`src/rtl/adn_seq_display.sv`:
```
// ---------------------------------------------------------------------------
// adn_seq_display
//   Scrolling nucleotide display driver for a bank of 7-segment digits.
//   Nucleotide codes arrive over a valid/ready handshake, wait in a small
//   FIFO, and are shifted one per scroll step into an N-digit window.
//   Each window digit is decoded to an active-low segment pattern.
//
//   Handshake: a code is transferred on a rising clk edge where
//   in_valid && in_ready (and clear is low); in_data is ignored otherwise.
//   in_ready is high whenever the FIFO is not full and does not depend on
//   in_valid.
//
//   Optional feature macro: ADN_SEQ_BLINK_N_EN
//     When defined, a blink phase toggles on every scroll tick and valid
//     digits holding N (3'b111) are blanked while the phase is 1.
//
// Parameters
//   NUM_DIGITS  digits in the display window (1..16)
//   FIFO_DEPTH  input buffer entries (power of two, >= 2)
//   SCROLL_DIV  clock cycles per scroll step (>= 2)
//
// Ports
//   clk         system clock, rising edge
//   rst_n       asynchronous active-low reset
//   clear       synchronous flush of FIFO, window, scroll counter, shown_cnt
//   freeze      holds scroll counter and window; FIFO still accepts input
//   in_valid    in_data is valid
//   in_data     nucleotide code: A=001 G=010 T=011 C=100 N=111
//   in_ready    FIFO not full
//   hex         active-low segments, hex[6:0] is digit 0 (newest)
//   fifo_count  entries currently buffered
//   shown_cnt   codes shifted into the window (wraps)
// ---------------------------------------------------------------------------
module adn_seq_display #(
  parameter int NUM_DIGITS = 8,
  parameter int FIFO_DEPTH = 16,
  parameter int SCROLL_DIV = 25000000
) (
  input  logic                          clk,
  input  logic                          rst_n,
  input  logic                          clear,
  input  logic                          freeze,
  input  logic                          in_valid,
  input  logic [2:0]                    in_data,
  output logic                          in_ready,
  output logic [7*NUM_DIGITS-1:0]       hex,
  output logic [$clog2(FIFO_DEPTH):0]   fifo_count,
  output logic [15:0]                   shown_cnt
);

  localparam int AW = $clog2(FIFO_DEPTH);
  localparam int CW = $clog2(SCROLL_DIV);
  localparam logic [CW-1:0] CNT_LAST = CW'(SCROLL_DIV - 1);
  localparam logic [AW:0]   FULL_CNT = (AW+1)'(FIFO_DEPTH);

  // ---------------- scroll counter ----------------
  logic [CW-1:0] scroll_cnt;
  logic          tick;

  assign tick = !freeze && (scroll_cnt == CNT_LAST);

  always_ff @(posedge clk or negedge rst_n) begin
    if (!rst_n) begin
      scroll_cnt <= '0;
    end else if (clear) begin
      scroll_cnt <= '0;
    end else if (!freeze) begin
      scroll_cnt <= tick ? '0 : scroll_cnt + 1'b1;
    end
  end

  // ---------------- input FIFO ----------------
  logic [2:0]    mem [FIFO_DEPTH];
  logic [AW-1:0] wr_ptr;
  logic [AW-1:0] rd_ptr;
  logic          push;
  logic          pop;

  assign in_ready = (fifo_count != FULL_CNT);
  // clear wins over everything; pop decision uses the pre-edge count, so a
  // code pushed in the tick cycle cannot be popped by that same tick.
  assign push = in_valid && in_ready && !clear;
  assign pop  = tick && (fifo_count != '0) && !clear;

  always_ff @(posedge clk) begin
    if (push) mem[wr_ptr] <= in_data;
  end

  always_ff @(posedge clk or negedge rst_n) begin
    if (!rst_n) begin
      wr_ptr     <= '0;
      rd_ptr     <= '0;
      fifo_count <= '0;
    end else if (clear) begin
      wr_ptr     <= '0;
      rd_ptr     <= '0;
      fifo_count <= '0;
    end else begin
      if (push) wr_ptr <= wr_ptr + 1'b1;
      if (pop)  rd_ptr <= rd_ptr + 1'b1;
      case ({push, pop})
        2'b10:   fifo_count <= fifo_count + 1'b1;
        2'b01:   fifo_count <= fifo_count - 1'b1;
        default: fifo_count <= fifo_count;
      endcase
    end
  end

  // ---------------- display window ----------------
  logic [NUM_DIGITS-1:0][2:0] dig_code;
  logic [NUM_DIGITS-1:0]      dig_valid;

  always_ff @(posedge clk or negedge rst_n) begin
    if (!rst_n) begin
      dig_code  <= '0;
      dig_valid <= '0;
      shown_cnt <= '0;
    end else if (clear) begin
      dig_code  <= '0;
      dig_valid <= '0;
      shown_cnt <= '0;
    end else if (pop) begin
      for (int k = NUM_DIGITS - 1; k >= 1; k--) begin
        dig_code[k]  <= dig_code[k-1];
        dig_valid[k] <= dig_valid[k-1];
      end
      dig_code[0]  <= mem[rd_ptr];
      dig_valid[0] <= 1'b1;
      shown_cnt    <= shown_cnt + 16'd1;
    end
  end

`ifdef ADN_SEQ_BLINK_N_EN
  // Blink phase advances on every tick, even when nothing is popped.
  logic blink_phase;

  always_ff @(posedge clk or negedge rst_n) begin
    if (!rst_n) begin
      blink_phase <= 1'b0;
    end else if (clear) begin
      blink_phase <= 1'b0;
    end else if (tick) begin
      blink_phase <= !blink_phase;
    end
  end
`endif

  // ---------------- segment decode ----------------
  function automatic logic [6:0] seg_of(input logic [2:0] c);
    case (c)
      3'b001:  seg_of = 7'b0001000;  // A
      3'b010:  seg_of = 7'b1000010;  // G
      3'b011:  seg_of = 7'b1001110;  // T
      3'b100:  seg_of = 7'b1000110;  // C
      3'b111:  seg_of = 7'b1001000;  // N
      // Undefined codes expose their raw bits on three segments.
      default: seg_of = {c[2], 1'b1, 1'b1, c[1], 1'b1, 1'b1, c[0]};
    endcase
  endfunction

  always_comb begin
    hex = '1;
    for (int k = 0; k < NUM_DIGITS; k++) begin
      if (dig_valid[k]) begin
`ifdef ADN_SEQ_BLINK_N_EN
        if (!(blink_phase && dig_code[k] == 3'b111)) begin
          hex[7*k +: 7] = seg_of(dig_code[k]);
        end
`else
        hex[7*k +: 7] = seg_of(dig_code[k]);
`endif
      end
    end
  end

endmodule

```
`config.mk`:
```
export PLATFORM = sky130hd
export DESIGN_NAME = adn_seq_display
export DESIGN_NICKNAME = d
export VERILOG_FILES = /design/src/rtl/adn_seq_display.sv
export SDC_FILE = /design/constraint.sdc
export NUM_CORES = 1
export LEC_CHECK = 0
export ABC_AREA = 1
export BUFFER_PORTS_ARGS = -buffer_cell sky130_fd_sc_hd__buf_2
export CORE_ASPECT_RATIO = 0.6
export CORE_MARGIN = 5
export CORE_UTILIZATION = 54
export DETAILED_ROUTE_END_ITERATION = 8
export MAX_ROUTING_LAYER = met4
export PLACE_DENSITY_LB_ADDON = 0.3
export RECOVER_POWER = 50
export SYNTH_ARGS = -nofsm -noshare
export SYNTH_HDL_FRONTEND = slang
export SYNTH_SLANG_ARGS = --single-unit
```
`constraint.sdc`:
```
create_clock -name clk -period 6.05 [get_ports clk]
set_input_delay 0.9075 -clock clk [delete_from_list [all_inputs] [get_ports clk]]
set_output_delay 0.9075 -clock clk [all_outputs]
set_load 0.01 [all_outputs]
```
# After elaboration in Yosys (flattened, before gate mapping)
# Memory sizes are Yosys's and may differ from the RTL's.
# Index checks and enable logic that the tools add are counted.
dict set report op_classes {
  add_sub_neg 6
  n_eq_ne 45
  n_mux 33
  reduce_logical 11
}
# operator count
set op_table {}
lappend op_table {{case mux 7 bit (5 select lines)} 8}
lappend op_table {{two-way mux 25 bit} 3}
lappend op_table {{two-way mux 7 bit} 8}
lappend op_table {{== test 3 x 2 -> 1 bit (second input constant)} 16}
lappend op_table {{== test 3 bit (second input constant)} 16}
lappend op_table {{two-way mux 24 bit} 2}
lappend op_table {{two-way mux 16 bit} 2}
lappend op_table {{adder 25 x 1 -> 25 bit (second input constant)} 1}
lappend op_table {{== test 25 bit (second input constant)} 1}
lappend op_table {{== test 3 x 1 -> 1 bit (second input constant)} 8}
lappend op_table {{adder 16 x 1 -> 16 bit (second input constant)} 1}
lappend op_table {{two-way mux 4 bit} 4}
lappend op_table {{two-way mux 8 bit} 2}
lappend op_table {{case mux 5 bit (2 select lines)} 1}
lappend op_table {{adder 4 x 1 -> 4 bit (second input constant)} 2}
lappend op_table {{adder 5 x 1 -> 5 bit (second input constant)} 1}
lappend op_table {{logical AND 1 bit} 5}
lappend op_table {{two-way mux 5 bit} 1}
lappend op_table {{inequality test 5 bit (second input constant)} 1}
lappend op_table {{nonzero test 5 bit} 1}
lappend op_table {{subtractor 5 x 1 -> 5 bit (second input constant)} 1}
lappend op_table {{nonzero test 2 bit} 2}
lappend op_table {{nonzero test 3 bit} 1}
lappend op_table {{== test 2 x 1 -> 1 bit (second input constant)} 1}
lappend op_table {{4 further kinds} 6}
dict set report word_totals {
  ff_bits 86
  mem_bits_rw 48
  in_bits 8
  out_inout_bits 78
  word_cells 110
  mem_count 1
}
# name words width read_ports rd_clocked_by_memory_dff wr line
set memory_table {}
lappend memory_table {mem 16 3 1 0 1 73} ;# logic [2:0] mem [FIFO_DEPTH];

# Logic depth before layout (Yosys ltp)
# Gate-level depths: netlist (run 1).
dict set report depth {
  ltp_word 7
  depth_mapped 18
  ltp_nobuf 18
}

# Worst setup path before layout (run 1)
# Ideal clock, no wire load.
dict set report synth_timing {
  path_type {input port to flip-flop}
  from {input freeze}
  to {register fifo_count[4]}
  setup_ns 0.118
  arrival_time_ns 2.468
  required_time_ns 5.932
  path_slack_ns 3.464
  cell_stages 17
  n_path_buf 0
  cell_sequence {nor2_1 nand2_1 nor2_1 nand2_1 nor2_4 nand3_4 fa_1 inv_1 nand3_1 nand2_1 nand2_1 nand2_1 inv_1 nand4_1 nand2_1 nand3_1 nand2_1}
}
dict set report synth_via {
  elab_chain_cells 7
  elab_cells_between_ends 9
  classes_between {eq/ne: 2; mux: 2; reduce/logical: 5}
}
# item line
set synth_rtl {}
lappend synth_rtl {{start, declared} 42} ;# input logic freeze,
lappend synth_rtl {{zero test 1 bit (*)} --}
lappend synth_rtl {{logical AND 1 bit (*)} 60} ;# assign tick = !freeze && (scroll_cnt == CNT_LAST);
lappend synth_rtl {{logical AND 1 bit (*) (2 in series)} 83} ;# assign pop = tick && (fifo_count != '0) && !clear;
lappend synth_rtl {{== test 2 x 1 -> 1 bit / == test 2 bit (equally long branches)} 101} ;# case ({push, pop})
lappend synth_rtl {{case mux 5 bit (2 select lines)} 101}
lappend synth_rtl {{two-way mux 5 bit} 94} ;# end else if (clear) begin
lappend synth_rtl {{end signal, assigned} 102} ;# 2'b10: fifo_count <= fifo_count + 1'b1;
lappend synth_rtl {{end signal, assigned} 103} ;# 2'b01: fifo_count <= fifo_count - 1'b1;
lappend synth_rtl {{end signal, assigned} 104} ;# default: fifo_count <= fifo_count;
lappend synth_rtl {{end, declared} 47} ;# output logic [$clog2(FIFO_DEPTH):0] fifo_count,
# Every way passes the cells marked *; elsewhere a longest branch is shown, timed or not.
# A chain may end at the register's enable or synchronous reset.

# Worst setup path in the final report (run 1)
dict set report layout_timing {
  from {input clear}
  to {register fifo_count[4]}
}
dict set report layout_via {
  elab_chain_cells 5
  elab_cells_between_ends 8
  classes_between {eq/ne: 2; mux: 2; reduce/logical: 4}
}
# item line
set layout_rtl {}
lappend layout_rtl {{start, declared} 41} ;# input logic clear,
lappend layout_rtl {{zero test 1 bit} {82, 83}}
lappend layout_rtl {{logical AND 1 bit, on equally long branches} {83, 82}}
lappend layout_rtl {{== test 2 x 1 -> 1 bit / == test 2 bit (equally long branches)} 101}
lappend layout_rtl {{case mux 5 bit (2 select lines)} 101}
lappend layout_rtl {{two-way mux 5 bit} 94}
# Parallel ways exist; a longest one is shown, timed or not.

==> results of run 1 <==
==> final timing paths <==
| check | cells past startpoint | end | slack (ps) |
|---|---|---|---|
| worst min-delay path | 1 | scroll_cnt[23] | 510 |
| max in group asynchronous | 2 | shown_cnt[11] | 4140 |
| worst max register to register | 17 | fifo_count[4] | 3070 |
| worst min register to register | 2 | dig_code[0] | 520 |
| worst max-delay path | 16 | fifo_count[4] | 2640 |
| min in group clk | 2 | dig_code[0] | 520 |
==> power by group through the flow <==
stage	Combinational (uW)	Clock [uW]	Sequential, uW
after global routing	86.4	1030	955
after global placement	77.5	0	972
final	76.6	972	955
after floorplan	44.5	0	972
after CTS	79.8	982	955
after detailed placement	79.2	0	972
==> cells by family after synthesis <==
family,Yosys count,synth area share [%]
compound gates,157,12.9
buf+inv,136,8.27
simple gates,387,24.0
flops,134,50.4
xor+xnor,19,2.34
fa+ha+maj,11,2.04
==> critical path, stage by stage <==
cell and delay [ps]:
clkbuf_1 550, inv_1 580, nand2_1 290, inv_2 80
nand3_4 120, inv_1 90, ha_1 330, a21oi_1 210
nand2_1 80, nand2_1 60, nand2_1 60, inv_1 50
nand4_1 80, nand2_1 100, nand3_1 70, nand2_1 90
==> layout make-up <==
type                       instances  area share [%]
clock buffer                      17            5.27
clock inverter                    15            1.61
inverter                         106            4.93
multi-input combinational        574            36.1
sequential                       134            44.5
tap                              170            2.63
timing repair buffer              86            4.96
==> registers in the layout, summed over array words and instances, names as in the netlist <==
register    flops
shown_cnt      16
rd_ptr          4
wr_ptr          4
mem            48
dig_valid       8
fifo_count      5
dig_code       24
scroll_cnt     25
==> layer usage <==
metal | part of all wire (%) | vias to the layer above
met3 | 11 | 28
met5 | 0 | -
met4 | 1.2 | 0
met1 | 49 | 2892
met2 | 39 | 332
li1 | - | 2984
==> cells in the final DEF, fill, tap and decap left out, types with 14 or more instances in the layout <==
cell / n
inv_1: 102
a21oi_1: 28
nor2_1: 92
xor2_1: 14
nand2_1: 174
clkbuf_16: 17
edfxtp_1: 48
buf_2: 59
nor3_1: 20
dfrtp_1: 86
clkbuf_1: 26
o21ai_0: 65
nand3_1: 66
o22ai_1: 29
==> through the flow <==
step	std cells	cell area [um2]	utilization [%]	hold slack, ps	setup slack, ps
after detailed placement	1070	7580	58.8	505	2640
after floorplan	844	7120	-	465	3460
after CTS	1102	8140	63.1	321	3050
after global routing	1102	8080	62.7	538	2390
after global placement	1070	7580	58.8	503	2690
final	1102	8080	62.7	513	2640
==> flow_metrics.py, run 1 <==
metrics = {
    "run_status": {
        "outcome": "finished clean",
    },
    "pwr": {
        "pwr-share-seq_pct": 47.7,
        "power.switching_uw": 474,
        "clkPwrFrac_pct": 48.5,
        "p_leak_uw": 0.00333,
        "ir_drop_v": 0.000198,
        "switching_share_pct": 23.6,
        "finalPower_uw": 2000,
        "combPwrFrac_pct": 3.8,
        "power.density_nw_per_um2": 248,
        "p_int_uw": 1530,
    },
    "logic_synthesis": {
        "syn-cell-area_um2": 7120,
        "async_flop_share_pct": 64.2,
        "ys_ff_latch": 134,
        "yosys.area.top_type": "dfrtp_1",
        "syn_inst": 844,
        "yosys_warnings": 0,
        "ys_top_cells_by_area": "dfrtp_1 (30%), edfxtp_1 (20%), nand2_1 (9.2%), inv_1 (5.4%), nor2_1 (4.7%)",
        "synth_common_cells": "nand2_1 (174), inv_1 (102), nor2_1 (89)",
        "yosysSeqAreaShare_pct": 50.4,
        "syn-num-nets": 863,
        "ys_types": 39,
        "syn_area_per_cell_um2": 8.44,
        "synth.most_common_cell": "nand2_1",
        "synth_edf_count": 48,
        "ys.flop_type": "dfrtp_1",
        "yosys.area.top_type_share_pct": 30.2,
    },
    "cts": {
        "cts_setup_buffers": 0,
        "clk_latency_ps": 420,
        "cts-htree-levels": 4,
        "clock_path_buffers": 2,
        "cts_buffers": 17,
        "cts_tree": "built",
        "cts-root-buf": "clkbuf_16",
        "cts_resized": 0,
        "cts_hold_buffers": 0,
        "clk_transition_reported_paths_ps": 60,
        "clock-sinks": 134,
    },
    "placed_design": {
        "hpwl_um": 12400,
        "port_buffers": 85,
        "gp_congestion": 0.947,
    },
    "sta": {
        "max_slew.worst_pin.slew_ps": 971,
        "period_share_pct": 56.3,
        "report.final.slew_viol_count": 0,
        "hold_violations": 0,
        "setup_violations": 0,
        "rsz0062_at_grt": "no",
        "final.setup_skew_ps": 13.9,
        "relSlewSlack_pct": 35.3,
        "period_needed_ps": 3410,
        "tns_ps": 0,
        "max_freq_mhz": 294,
    },
    "critical_path": {
        "cp.arrival_ps": 3760,
        "worstPathRequired_ps": 6400,
        "worstSetupPathType": "input port to flop",
        "crit_path_start": "clear",
        "start_kind": "input port",
        "cp_max_fo": 23,
        "r2r-start": "scroll_cnt[1]",
        "worst_setup_path_end_kind": "flop",
    },
    "min_path": {
        "holdCritPathClass": "input port to asynchronous set/reset pin",
    },
    "final_layout": {
        "nNetsFinal": 938,
        "antenna_cells": 0,
        "area_growth_pct": 13.4,
        "num-fill-cells": 1101,
        "drive_gt1_share_pct": 12.2,
        "sequential_cell_area_um2": 3590,
        "multi_input_area_um2": 2920,
    },
    "global_route": {
        "top_usage_layer": "met1",
        "use_met1_pct": 37.8,
        "grt-ovfl-total": 0,
        "grt_start_max_net_pins": 74,
        "grt_pass1_wl_um": 28300,
        "use_met3_pct": 5.09,
        "antenna_found_initial": 0,
        "grt_pass1_vias": 5447,
        "grtUsageMet2_pct": 29.3,
        "grtUsageTotal_pct": 23.4,
    },
    "floorplan": {
        "core_um2": 12900,
        "fp.dieW_um": 158,
        "die-area_um2": 15700,
        "die_h_um": 99.0,
        "io_pins": 86,
        "start_util_pct": 55.3,
        "row_count": 32,
    },
    "drt": {
        "drc": 0,
        "num_vias": 6236,
        "first_pass_iters": 5,
        "wl_um": 17500,
        "initialDrtViolationCount": 616,
        "ant_nets": 0,
        "wire_per_inst_um": 15.9,
        "viasPerCell": 5.66,
    },
    "run": {
        "cap_viol_max_count": 0,
    },
}
Power figures use the tool's default switching activity.
==> run 2: changes to the inputs <==
--- a/config.mk
+++ b/config.mk
@@ -5,7 +5,7 @@
 export SDC_FILE = /design/constraint.sdc
 export NUM_CORES = 1
 export LEC_CHECK = 0
-export ABC_AREA = 1
+export ABC_AREA = 0
 export BUFFER_PORTS_ARGS = -buffer_cell sky130_fd_sc_hd__buf_2
 export CORE_ASPECT_RATIO = 0.6
 export CORE_MARGIN = 5
==> constraint.sdc (replaced) <==
create_clock -name clk -period 3.3 [get_ports clk]
set_input_delay 0.495 -clock clk [delete_from_list [all_inputs] [get_ports clk]]
set_output_delay 0.495 -clock clk [all_outputs]
set_load 0.01 [all_outputs]
==> flow_metrics.py, run 2 <==
metrics = {
    "final_layout": {
        "area_growth_pct": 12.6,
        "largestRegisters": "mem: 48 flops, scroll_cnt: 25 flops, dig_code: 24 flops",
        "regMostFlops": "mem",
        "fin_area_um2": 7950,
        "drive_gt1_share_pct": 13.1,
        "nNetsFinal": 802,
        "antenna_cells": 0,
        "layout_commonest_cell": "nand2_1",
        "num-fill-cells": 1046,
        "largest_reg_flops": 48,
        "final_cell_mix": "nand2_1 (137), dfrtp_1 (86), a21oi_1 (68)",
        "final_core_util_pct": 62.0,
    },
    "cts": {
        "cts_buffers": 17,
        "clk_latency_ps": 420,
        "cts_hold_buffers": 0,
        "cts_tree": "built",
        "clk_transition_reported_paths_ps": 60,
        "clock-sinks": 134,
        "cts-root-buf": "clkbuf_16",
        "cts-htree-levels": 4,
        "clock_path_buffers": 2,
    },
    "pwr": {
        "power.density_nw_per_um2": 451,
        "combPwrFrac_pct": 3.3,
        "ir_drop_v": 0.000324,
        "finalPower_uw": 3580,
        "switching_share_pct": 22.5,
        "pwr-share-seq_pct": 48.8,
        "clkPwrFrac_pct": 47.9,
        "p_leak_uw": 0.00285,
        "power.switching_uw": 805,
        "p_int_uw": 2780,
    },
    "drt": {
        "ant_nets": 0,
        "initialDrtViolationCount": 638,
        "first_pass_iters": 5,
        "viasPerCell": 5.88,
        "wire_per_inst_um": 17.0,
        "num_vias": 5682,
        "wl_um": 16400,
        "drc": 0,
    },
    "critical_path": {
        "path_delay_family": "simple AND/OR/NAND/NOR gates",
        "cpMaxStageDelayCell": "or4_1",
        "worstPathRequired_ps": 3560,
        "crit_chain": "or4_1, o21ai_0, nand4_1, inv_1, ha_1, nor2b_1, o21a_1, or2_2, o221ai_1, a31oi_1",
        "slowest_delay_ps": 600,
        "worst_setup_path_end_kind": "flop",
        "cp.arrival_ps": 3390,
        "start_kind": "flop",
        "crit_buf_inv": 1,
        "worstSetupPathType": "flop to flop",
        "cp_max_fo": 7,
    },
    "logic_synthesis": {
        "syn_inst": 734,
        "async_flop_share_pct": 64.2,
        "synth_common_cells": "nand2_1 (137), dfrtp_1 (86), a21oi_1 (68)",
        "yosys_warnings": 0,
        "syn-num-nets": 753,
        "syn-cell-area_um2": 7050,
        "synth.most_common_cell": "nand2_1",
        "yosysSeqAreaShare_pct": 50.9,
        "yosys.area.top_type": "dfrtp_1",
        "ys.flop_type": "dfrtp_1",
        "ys_types": 52,
        "syn_area_per_cell_um2": 9.61,
        "ys_top_cells_by_area": "dfrtp_1 (31%), edfxtp_1 (20%), nand2_1 (7.3%), a21oi_1 (4.8%), mux4_2 (3.8%)",
        "synth_edf_count": 48,
        "ys_ff_latch": 134,
        "yosys.area.top_type_share_pct": 30.5,
    },
    "sta": {
        "final.setup_skew_ps": 7.31,
        "max_freq_mhz": 320,
        "tns_ps": 0,
        "max_slew.worst_pin.slew_ps": 2570,
        "report.final.slew_viol_count": 49,
        "worst_slack_ps": 179,
        "rsz0062_at_grt": "no",
        "relSlewSlack_pct": -71.5,
        "period_needed_ps": 3120,
        "period_share_pct": 94.6,
        "setup_violations": 0,
        "hold_violations": 0,
    },
    "global_route": {
        "grt_pass1_vias": 5490,
        "grtUsageTotal_pct": 22.4,
        "antenna_found_initial": 0,
        "grt_start_max_net_pins": 66,
        "grt_pass1_wl_um": 27000,
        "grt-ovfl-total": 0,
    },
    "placed_design": {
        "hpwl_um": 11300,
        "place_area_um2": 7450,
        "gp_congestion": 0.882,
        "dp_slack_ps": 235,
        "port_buffers": 85,
    },
    "floorplan": {
        "start_util_pct": 55.0,
        "core_um2": 12800,
        "row_count": 32,
        "die-area_um2": 15500,
        "io_pins": 86,
        "die_h_um": 98.5,
        "fp.dieW_um": 158,
    },
    "run_status": {
        "violations": "capacitance limit, slew limit",
        "outcome": "finished, violations left",
    },
    "run": {
        "cap_viol_max_count": 1,
    },
    "min_path": {
        "holdCritPathClass": "input port to flop",
    },
}
==> run 2: changes by cell type after synthesis, moves of 23 or more <==
cell      change
a21oi_1      +40
clkbuf_1     +35
inv_1        -80
nand2_1      -37
nand3_1      -40
nor2_1       -30
o21ai_0      -37
o22ai_1      -29
or3_1        +23
==> run 2: final timing paths <==
check                               startpoint        endpoint  slack (ps)  cells after the start
worst min register to register  scroll_cnt[24]  scroll_cnt[24]         560                      2
worst max register to register   fifo_count[0]   fifo_count[4]         180                     10
worst max-delay path             fifo_count[0]   fifo_count[4]         180                     10
min in group asynchronous                rst_n   scroll_cnt[8]         870                      1
max in group asynchronous                rst_n     dig_code[5]         770                      2
worst min-delay path                    freeze   scroll_cnt[1]         380                      3
==> run 2: what timing repair did <==
| action | in CTS | in global routing |
|---|---|---|
| buffers inserted | 0 | 2 |
| endpoints found under the hold margin | 0 | 0 |
| setup endpoints to repair | 0 | 1 |
| resized for setup | 0 | 1 |
==> run 2: kinds of logic (layout without fill, tap and decap cells) <==
| family | after synthesis | count (layout) | share of synthesized area [%] |
|---|---|---|---|
| fa+ha+maj | 11 | 11 | 2.06 |
| xor+xnor | 40 | 40 | 4.97 |
| mux | 19 | 19 | 4.83 |
| simple gates | 321 | 321 | 22.0 |
| flops | 134 | 134 | 50.9 |
| compound gates | 124 | 124 | 9.83 |
| buf+inv | 85 | 147 | 5.38 |
==> run 2: worst reg2reg max path, cell delays in order (launching register included) <==
cell      delay (ps)
dfrtp_1          440
or4_1            600
o21ai_0          340
nand4_1          210
inv_1            160
ha_1             280
nor2b_1          160
o21a_1           210
or2_2            280
o221ai_1         170
a31oi_1          110
==> run 2: layout make-up <==
type / count / area, um2 / share of cell area, %
clock inverters: 13 / 80.1 / 1.01
clock buffers: 19 / 464 / 5.84
inverters: 22 / 82.6 / 1.04
flip-flops and latches: 134 / 3590 / 45.2
multi-input cells: 515 / 3080 / 38.8
well taps: 170 / 213 / 2.68
repair buffers: 93 / 428 / 5.39
==> run 2: power by group through the flow <==
stage               clock [uW]  sequential, uW  combinational (uW)
floorplan                    0            1780                58.4
global placement             0            1780                 115
CTS                       1750            1750                 121
detailed placement           0            1780                 119
global route              1830            1750                 133
finish                    1720            1750                 119
==> run 2: metal layers <==
| metal | track usage (%) | routed length (um) |
|---|---|---|
| met1 | 32.0 | 7510 |
| met2 | 30.9 | 7250 |
| met5 | - | 0 |
| met3 | 6.10 | 1320 |
| met4 | 7.87 | 310 |
==> run 2: through the flow <==
step,hold slack [ps],std cells
floorplan,199,734
global placement,536,932
detailed placement,547,932
CTS,103,964
global route,392,966
finish,379,966
==> run 3: changes to the inputs <==
--- a/config.mk
+++ b/config.mk
@@ -9,7 +9,7 @@
 export BUFFER_PORTS_ARGS = -buffer_cell sky130_fd_sc_hd__buf_2
 export CORE_ASPECT_RATIO = 0.6
 export CORE_MARGIN = 5
-export CORE_UTILIZATION = 54
+export CORE_UTILIZATION = 59
 export DETAILED_ROUTE_END_ITERATION = 8
 export MAX_ROUTING_LAYER = met4
 export PLACE_DENSITY_LB_ADDON = 0.3
==> flow_metrics.py, run 3 (synthesized netlist as in run 2, its figures left out) <==
metrics = {
    "sta": {
        "hold_violations": 0,
        "tns_ps": 0,
        "max_slew.worst_pin.slew_ps": 2190,
        "max_freq_mhz": 322,
        "final.setup_skew_ps": 6.87,
        "worst_slack_ps": 195,
        "period_share_pct": 94.1,
        "rsz0062_at_grt": "no",
        "setup_violations": 0,
        "relSlewSlack_pct": -45.8,
        "report.final.slew_viol_count": 42,
        "period_needed_ps": 3110,
    },
    "final_layout": {
        "regMostFlops": "mem",
        "area_growth_pct": 12.9,
        "largestRegisters": "mem: 48 flops, scroll_cnt: 25 flops, dig_code: 24 flops",
        "final_cell_mix": "nand2_1 (137), dfrtp_1 (86), a21oi_1 (68)",
        "layout_commonest_cell": "nand2_1",
        "largest_reg_flops": 48,
        "antenna_cells": 0,
        "nNetsFinal": 800,
        "drive_gt1_share_pct": 12.6,
    },
    "drt": {
        "ant_nets": 0,
        "num_vias": 5639,
        "drc": 0,
        "wl_um": 16400,
        "initialDrtViolationCount": 427,
        "wire_per_inst_um": 17.2,
        "viasPerCell": 5.91,
        "first_pass_iters": 5,
    },
    "floorplan": {
        "core_um2": 11500,
        "start_util_pct": 61.4,
        "row_count": 30,
        "io_pins": 86,
        "die-area_um2": 14300,
        "fp.dieW_um": 151,
        "die_h_um": 94.7,
    },
    "global_route": {
        "antenna_found_initial": 0,
        "grt_pass1_wl_um": 27100,
        "grt_start_max_net_pins": 66,
        "grt-ovfl-total": 0,
        "grt_pass1_vias": 5295,
        "grtUsageTotal_pct": 25.0,
    },
    "cts": {
        "cts_setup_buffers": 0,
        "clk_transition_reported_paths_ps": 60,
        "clock-sinks": 134,
        "cts-htree-levels": 4,
        "cts_tree": "built",
        "cts-root-buf": "clkbuf_16",
        "cts_buffers": 17,
        "clock_path_buffers": 2,
        "cts_hold_buffers": 0,
        "cts_resized": 0,
        "clk_latency_ps": 410,
    },
    "placed_design": {
        "gp_congestion": 0.946,
        "hpwl_um": 11400,
        "port_buffers": 85,
        "dp_slack_ps": 252,
    },
    "min_path": {
        "holdCritPathClass": "input port to flop",
        "whs_path_depth": 3,
    },
    "pwr": {
        "combPwrFrac_pct": 3.1,
        "p_leak_uw": 0.00286,
        "pwr-share-seq_pct": 47.3,
        "switching_share_pct": 21.9,
        "power.density_nw_per_um2": 464,
        "ir_drop_v": 0.000376,
        "p_int_uw": 2890,
        "clkPwrFrac_pct": 49.6,
        "power.switching_uw": 809,
    },
    "critical_path": {
        "cp.arrival_ps": 3370,
        "cp_max_fo": 6,
        "worstSetupPathType": "flop to flop",
        "start_kind": "flop",
        "worstPathRequired_ps": 3560,
        "worst_setup_path_end_kind": "flop",
        "reg2regPathDepth": 10,
    },
    "run_status": {
        "violations": "capacitance limit, slew limit",
        "outcome": "finished, violations left",
    },
    "run": {
        "cap_viol_max_count": 1,
    },
}
run 3: cell type report:
class / count / area [um2]
Sequential cell: 134 / 3590
Timing Repair Buffer: 91 / 425
Multi-Input combinational cell: 515 / 3080
Inverter: 22 / 82.6
Fill cell: 885 / 3520
Tap cell: 160 / 200
Clock buffer: 21 / 483
Clock inverter: 11 / 93.8
run 3: final timing paths:
| kind | start | to | slack (ps) |
|---|---|---|---|
| setup / recovery | fifo_count[1] | fifo_count[4] | 190 |
| setup reg to reg | fifo_count[1] | fifo_count[4] | 190 |
| min in group asynchronous | rst_n | scroll_cnt[9] | 720 |
| hold / removal | freeze | scroll_cnt[1] | 390 |
| max in group asynchronous | rst_n | rd_ptr[1] | 1000 |
| hold reg to reg | shown_cnt[15] | shown_cnt[15] | 570 |
run 3: power by group through the flow:
stage               Sequential, uW  Clock (uW)  Combinational (uW)
floorplan                     1780           0                58.4
global placement              1780           0                 114
detailed placement            1780           0                 120
CTS                           1750        1850                 120
global route                  1750        1940                 132
finish                        1750        1830                 116
run 3: routing by layer:
| metal | GRT usage [%] | wire, um |
|---|---|---|
| met1 | 36.2 | 7430 |
| met2 | 36.7 | 7530 |
| met3 | 5.08 | 1250 |
| met4 | 6.11 | 204 |
| met5 | - | 0 |
run 3: through the flow:
step                      total power, uW  util [%]  std cells  cell area, um2  hold WS, ps
after global placement               1890      64.8        922            7450          495
after detailed placement             1900      64.8        922            7450          511
after global routing                 3820      69.3        954            7960          397
after CTS                            3710      69.8        954            8020         70.5
final                                3700      69.3        954            7960          387
after floorplan                      1840         -        734            7050          199
run 3: critical path, stage by stage (launching register included):
cell and delay (ps):
dfrtp_1 440, or4_1 620, o21ai_0 350, nand4_1 210
inv_1 160, ha_1 280, nor2b_1 140, o21a_1 180
o21ai_0 290, a2bb2oi_1 190, a31oi_1 100
